$ cat config.mk
export PLATFORM = sky130hd
export DESIGN_NAME = axis_pipe_buf
export DESIGN_NICKNAME = d
export VERILOG_FILES = /design/src/rtl/axis_pipe_buf.sv
export SDC_FILE = /design/constraint.sdc
export NUM_CORES = 1
export LEC_CHECK = 0
export CORE_UTILIZATION = 45
export CTS_BUF_LIST = sky130_fd_sc_hd__clkbuf_16
export CTS_CLUSTER_SIZE = 30
export DETAILED_ROUTE_END_ITERATION = 16
export GPL_TIMING_DRIVEN = 0
export PLACE_DENSITY = 0.71
export SLEW_MARGIN = 20
export SYNTH_ARGS = -nofsm -noshare
export SYNTH_HDL_FRONTEND = slang
export SYNTH_SLANG_ARGS = --single-unit
$ cat constraint.sdc
create_clock -name clk -period 2.36 [get_ports clk]
set_input_delay 0.236 -clock clk [delete_from_list [all_inputs] [get_ports clk]]
set_output_delay 0.236 -clock clk [all_outputs]
set_load 0.05 [all_outputs]
$ cat src/rtl/axis_pipe_buf.sv
// P_DEPTH-entry AXI-Stream elastic buffer with registered handshake, occupancy/packet
// status, and optional store-and-forward packet mode.
module axis_pipe_buf #(
  parameter int P_DATA_WIDTH = 8,
  parameter int P_USER_WIDTH = 1,
  parameter int P_DEPTH      = 4,
  parameter int P_PKT_MODE   = 0
) (
  input  logic                        clk,
  input  logic                        rst_n,
  input  logic                        s_axis_tvalid,
  output logic                        s_axis_tready,
  input  logic [P_DATA_WIDTH-1:0]     s_axis_tdata,
  input  logic                        s_axis_tlast,
  input  logic [P_USER_WIDTH-1:0]     s_axis_tuser,
  output logic                        m_axis_tvalid,
  input  logic                        m_axis_tready,
  output logic [P_DATA_WIDTH-1:0]     m_axis_tdata,
  output logic                        m_axis_tlast,
  output logic [P_USER_WIDTH-1:0]     m_axis_tuser,
  output logic [$clog2(P_DEPTH):0]    occupancy,
  output logic [$clog2(P_DEPTH):0]    pkt_count,
  output logic                        full,
  output logic                        empty
);
  localparam int AW = $clog2(P_DEPTH);
  localparam int CW = AW + 1;
  localparam int EW = P_USER_WIDTH + 1 + P_DATA_WIDTH;
  localparam logic [CW-1:0] DEPTH_C = CW'(P_DEPTH);
  localparam bit PKT = (P_PKT_MODE != 0);

  logic [EW-1:0]  mem_q [P_DEPTH];
  logic [AW-1:0]  wr_ptr_q, wr_ptr_d, rd_ptr_q, rd_ptr_d;
  logic [CW-1:0]  occ_q, occ_d, pkt_q, pkt_d;
  logic           ready_q, ready_d, rel_q, rel_d;
  logic           push, pop, out_last, push_last, pop_last;
  logic [EW-1:0]  head;

  assign head          = mem_q[rd_ptr_q];
  assign out_last      = head[P_DATA_WIDTH];
  assign m_axis_tdata  = head[P_DATA_WIDTH-1:0];
  assign m_axis_tlast  = out_last;
  assign m_axis_tuser  = head[EW-1:P_DATA_WIDTH+1];
  assign s_axis_tready = ready_q;
  assign occupancy     = occ_q;
  assign pkt_count     = pkt_q;
  assign full          = (occ_q == DEPTH_C);
  assign empty         = (occ_q == '0);
  // In packet mode a word is only offered once a whole packet is stored, or the
  // buffer filled with no packet end and must stream to avoid deadlock.
  assign m_axis_tvalid = !empty && (!PKT || (pkt_q != '0) || rel_q);

  always_comb begin
    push      = s_axis_tvalid & ready_q;
    pop       = m_axis_tvalid & m_axis_tready;
    push_last = push & s_axis_tlast;
    pop_last  = pop & out_last;
    wr_ptr_d  = push ? wr_ptr_q + AW'(1) : wr_ptr_q;
    rd_ptr_d  = pop  ? rd_ptr_q + AW'(1) : rd_ptr_q;
    occ_d     = occ_q;
    if (push && !pop)      occ_d = occ_q + CW'(1);
    else if (pop && !push) occ_d = occ_q - CW'(1);
    pkt_d     = pkt_q;
    if (push_last && !pop_last)      pkt_d = pkt_q + CW'(1);
    else if (pop_last && !push_last) pkt_d = pkt_q - CW'(1);
    ready_d   = (occ_d != DEPTH_C);
    rel_d     = PKT && ((rel_q && !pop_last) || (occ_d == DEPTH_C && pkt_d == '0));
  end

  always_ff @(posedge clk) begin
    if (!rst_n) begin
      wr_ptr_q <= '0;
      rd_ptr_q <= '0;
      occ_q    <= '0;
      pkt_q    <= '0;
      ready_q  <= 1'b0;
      rel_q    <= 1'b0;
    end else begin
      wr_ptr_q <= wr_ptr_d;
      rd_ptr_q <= rd_ptr_d;
      occ_q    <= occ_d;
      pkt_q    <= pkt_d;
      ready_q  <= ready_d;
      rel_q    <= rel_d;
    end
  end

  // Storage is deliberately not reset.
  always_ff @(posedge clk) begin
    if (push) mem_q[wr_ptr_q] <= {s_axis_tuser, s_axis_tlast, s_axis_tdata};
  end
endmodule
==> results of run 1 <==
## Yosys cell counts
library cell / n / share of area, %
a211o_1: 1 / 0.41
a21oi_1: 2 / 0.46
a21oi_4: 1 / 0.76
a31oi_1: 1 / 0.29
and2_1: 2 / 0.58
and3_1: 5 / 1.5
buf_2: 1 / 0.23
buf_8: 1 / 0.70
clkbuf_1: 2 / 0.35
dfxtp_1: 13 / 12
edfxtp_1: 40 / 56
fa_1: 1 / 0.93
ha_1: 8 / 4.6
inv_1: 9 / 1.6
mux2i_1: 1 / 0.46
mux4_2: 10 / 10
nand2_1: 3 / 0.52
nand2_2: 1 / 0.29
nand2b_4: 1 / 0.64
nand3_1: 3 / 0.70
nand3_2: 1 / 0.46
nor2_1: 8 / 1.4
o211ai_1: 1 / 0.35
o21ai_0: 1 / 0.23
o2bb2ai_2: 1 / 0.70
or3_1: 1 / 0.29
xnor2_1: 3 / 1.2
xor2_1: 5 / 2.0
## flip-flops by register name, indices dropped and copies added, names as in the netlist, named ones only
signal and cells:
rd_ptr_q 2, mem_q 40, occupancy 3, s_axis_tready 1, wr_ptr_q 2, pkt_count 3
## per-layer routing
metal	routed length, um	part of all wire [%]	global-route usage (%)
met4	22	0.56	5.33
met2	2180	56	30.5
met3	113	2.9	4.42
met5	0	0	0
met1	1590	41	18.8
## power breakdown
group          internal [mW]  switching [mW]  total (mW)
Combinational          0.719            1.04        1.76
Clock                  0.386           0.310       0.695
Sequential              1.13          0.0954        1.22
## per-stage QoR
step | std cells | utilization, %
CTS | 222 | 61.5
global route | 222 | 61.5
finish | 222 | 61.5
detailed placement | 212 | 57.6
floorplan | 127 | -
global placement | 212 | 57.6
## cells by family after synthesis
| logic type | after synthesis | share of synthesized area [%] |
|---|---|---|
| flip-flops | 53 | 67.9 |
| AND/OR/NAND/NOR | 25 | 6.33 |
| buffers and inverters | 13 | 2.85 |
| multiplexers | 11 | 10.9 |
| adder cells (fa/ha/maj) | 9 | 5.58 |
| AO/OA/AOI/OAI | 8 | 3.20 |
| XOR/XNOR | 8 | 3.25 |
## tightest hold or removal path, cell delays in order (launching register included)
cell,delay (ns)
dfxtp_1,0.34
nand2_1,0.06
a21oi_1,0.06
## cell type report
cell class	instances	area, um2	area share (%)
repair buffers	36	365	13.3
flip-flops and latches	53	1460	53.2
clock buffers	5	125	4.55
plain buffers	3	33.8	1.23
well taps	52	65.1	2.36
multi-input cells	61	651	23.6
inverters	9	33.8	1.23
clock inverters	3	15.0	0.545
## how the worst max path moves through the flow
stage,endpoint,slack [ns],cells past startpoint
after floorplan,pkt_count[2]$_SDFFE_PN0P_,-0.04,9
after global placement,pkt_count[2]$_SDFFE_PN0P_,-0.10,9
after detailed placement,pkt_count[2]$_SDFFE_PN0P_,-0.20,9
after CTS,m_axis_tdata[2],0.03,4
after global routing,pkt_count[2]$_SDFFE_PN0P_,0.0004,9
final,m_axis_tdata[2],0.06,4
## timing repair
item	in CTS	in global routing
gates resized for setup	2	1
gates cloned	0	0
setup endpoints to repair	11	7
buffers inserted	3	0
hold endpoints to repair	0	0
==> impl_metrics.yaml, run 1 <==
sta:
  finalCritPeriodShare_pct: 97.6
  min_period_ns: 2.30
  rsz0062_at_grt: "false"
  relSlewSlack_pct: 62.5
  worst_pin_slew_ns: 0.563
  hold_violations: 0
  maxSlewViolCount: 0
  skew_ns: 0.00707
  tns_ns: 0
  fmax_mhz: 434
  holdWs_ns: 0.517
  setup_viol: 0
  worst_slack_ns: 0.0569
setup_path:
  path_class: "reg2out"
  r2r_cells: 9
  critPathArrivalTime_ns: 2.07
  startpoint_type: "flop"
  critPathBufInv: 3
  reg2reg_slack_ns: 0.07
  crit_path_top_delay_cell: "clkdlybuf4s50_1"
  critPathCaptureType: "primary output"
  r2r_end: "pkt_count[2]$_SDFFE_PN0P_"
  cp_cell_sequence: "buf_8 > buf_12 > mux4_2 > clkdlybuf4s50_1"
  critPathRequiredTime_ns: 2.12
  cpLargestDelayFamily: "buffers and inverters"
  max_stage_delay_ns: 0.71
  cp_max_fo: 5
yosys:
  yosysSeqAreaShare_pct: 67.9
  yosysUniqueCellTypes: 28
  synthesis.nets: 150
  syn_area_per_cell_um2: 17.0
  synth_seq_cells: 53
  synthCells: 127
  syn_area_um2: 2150
  yosysWarnings: 0
floorplanning:
  rows: 24
  dieArea_um2: 5070
  start_util_pct: 48.1
  die_w_um: 71.2
  chipHeight_um: 71.2
  io_pins: 34
  core-area_um2: 4470
power:
  finalPower_mw: 3.68
  p_per_area_nw_per_um2: 1340
  irDropWorstVdd_mv: 0.685
  leakagePower_nw: 0.987
placement:
  dp_slack_ns: -0.199
  dp_hpwl_mm: 2.65
  place_area_um2: 2570
  port_buffers: 33
  gp_congestion: 0.776
routing:
  drc: 0
  drtPass1Iterations: 6
  wl_per_cell_um: 17.6
  via_per_inst: 5.21
  routed-via-count: 1156
  ant_nets: 0
  drt_iter0_drc: 73
  wirelength_mm: 3.90
layout:
  nFillCells: 325
  final_cell_area_um2: 2750
  layout_commonest_cell: "edfxtp_1"
  drive_above_1_share_pct: 18.2
  syn_to_final_growth_pct: 27.8
  num_antenna_cells: 0
  layout_common_cells: "edfxtp_1, clkdlybuf4s50_1, inv_1, dfxtp_1, mux4_2"
  layout.nets: 192
clock_tree:
  ctsHtreeMaxLevel: 2
  cts_hold_buffers: 0
  cts_sinks: 53
  cts_tree: "built"
  cts.reportedPaths.clkPinSlew_ns: 0.07
  cts_made_buffers: 5
  cts_root_buffer: "clkbuf_16"
  insertion_delay_ns: 0.29
  clock_path_buffers: 2
min_path:
  holdPathEnd: "wr_ptr_q[1]$_SDFFE_PN0P_"
  hold_depth: 2
  hold_start: "wr_ptr_q[1]$_SDFFE_PN0P_"
  min_path_type: "reg2reg"
grt:
  grt_usage_pct: 16.7
  grt_max_degree: 16
  grt_pass1_wl_mm: 6.13
  antenna_found_initial: 0
  overflow: 0
  grt_pass1_vias: 1228
run_status:
  run_status: "finished clean"
flow_run:
  maxCapViolCount: 0
Power figures use the tool's default switching activity.
==> run 2: changes to the inputs <==
--- a/config.mk
+++ b/config.mk
@@ -7,7 +7,7 @@
 export LEC_CHECK = 0
 export CORE_UTILIZATION = 45
 export CTS_BUF_LIST = sky130_fd_sc_hd__clkbuf_16
-export CTS_CLUSTER_SIZE = 30
+export CTS_CLUSTER_SIZE = 28
 export DETAILED_ROUTE_END_ITERATION = 16
 export GPL_TIMING_DRIVEN = 0
 export PLACE_DENSITY = 0.71
==> results of run 2 <==
Final layout, timing and power as in run 1 (identical DEF).
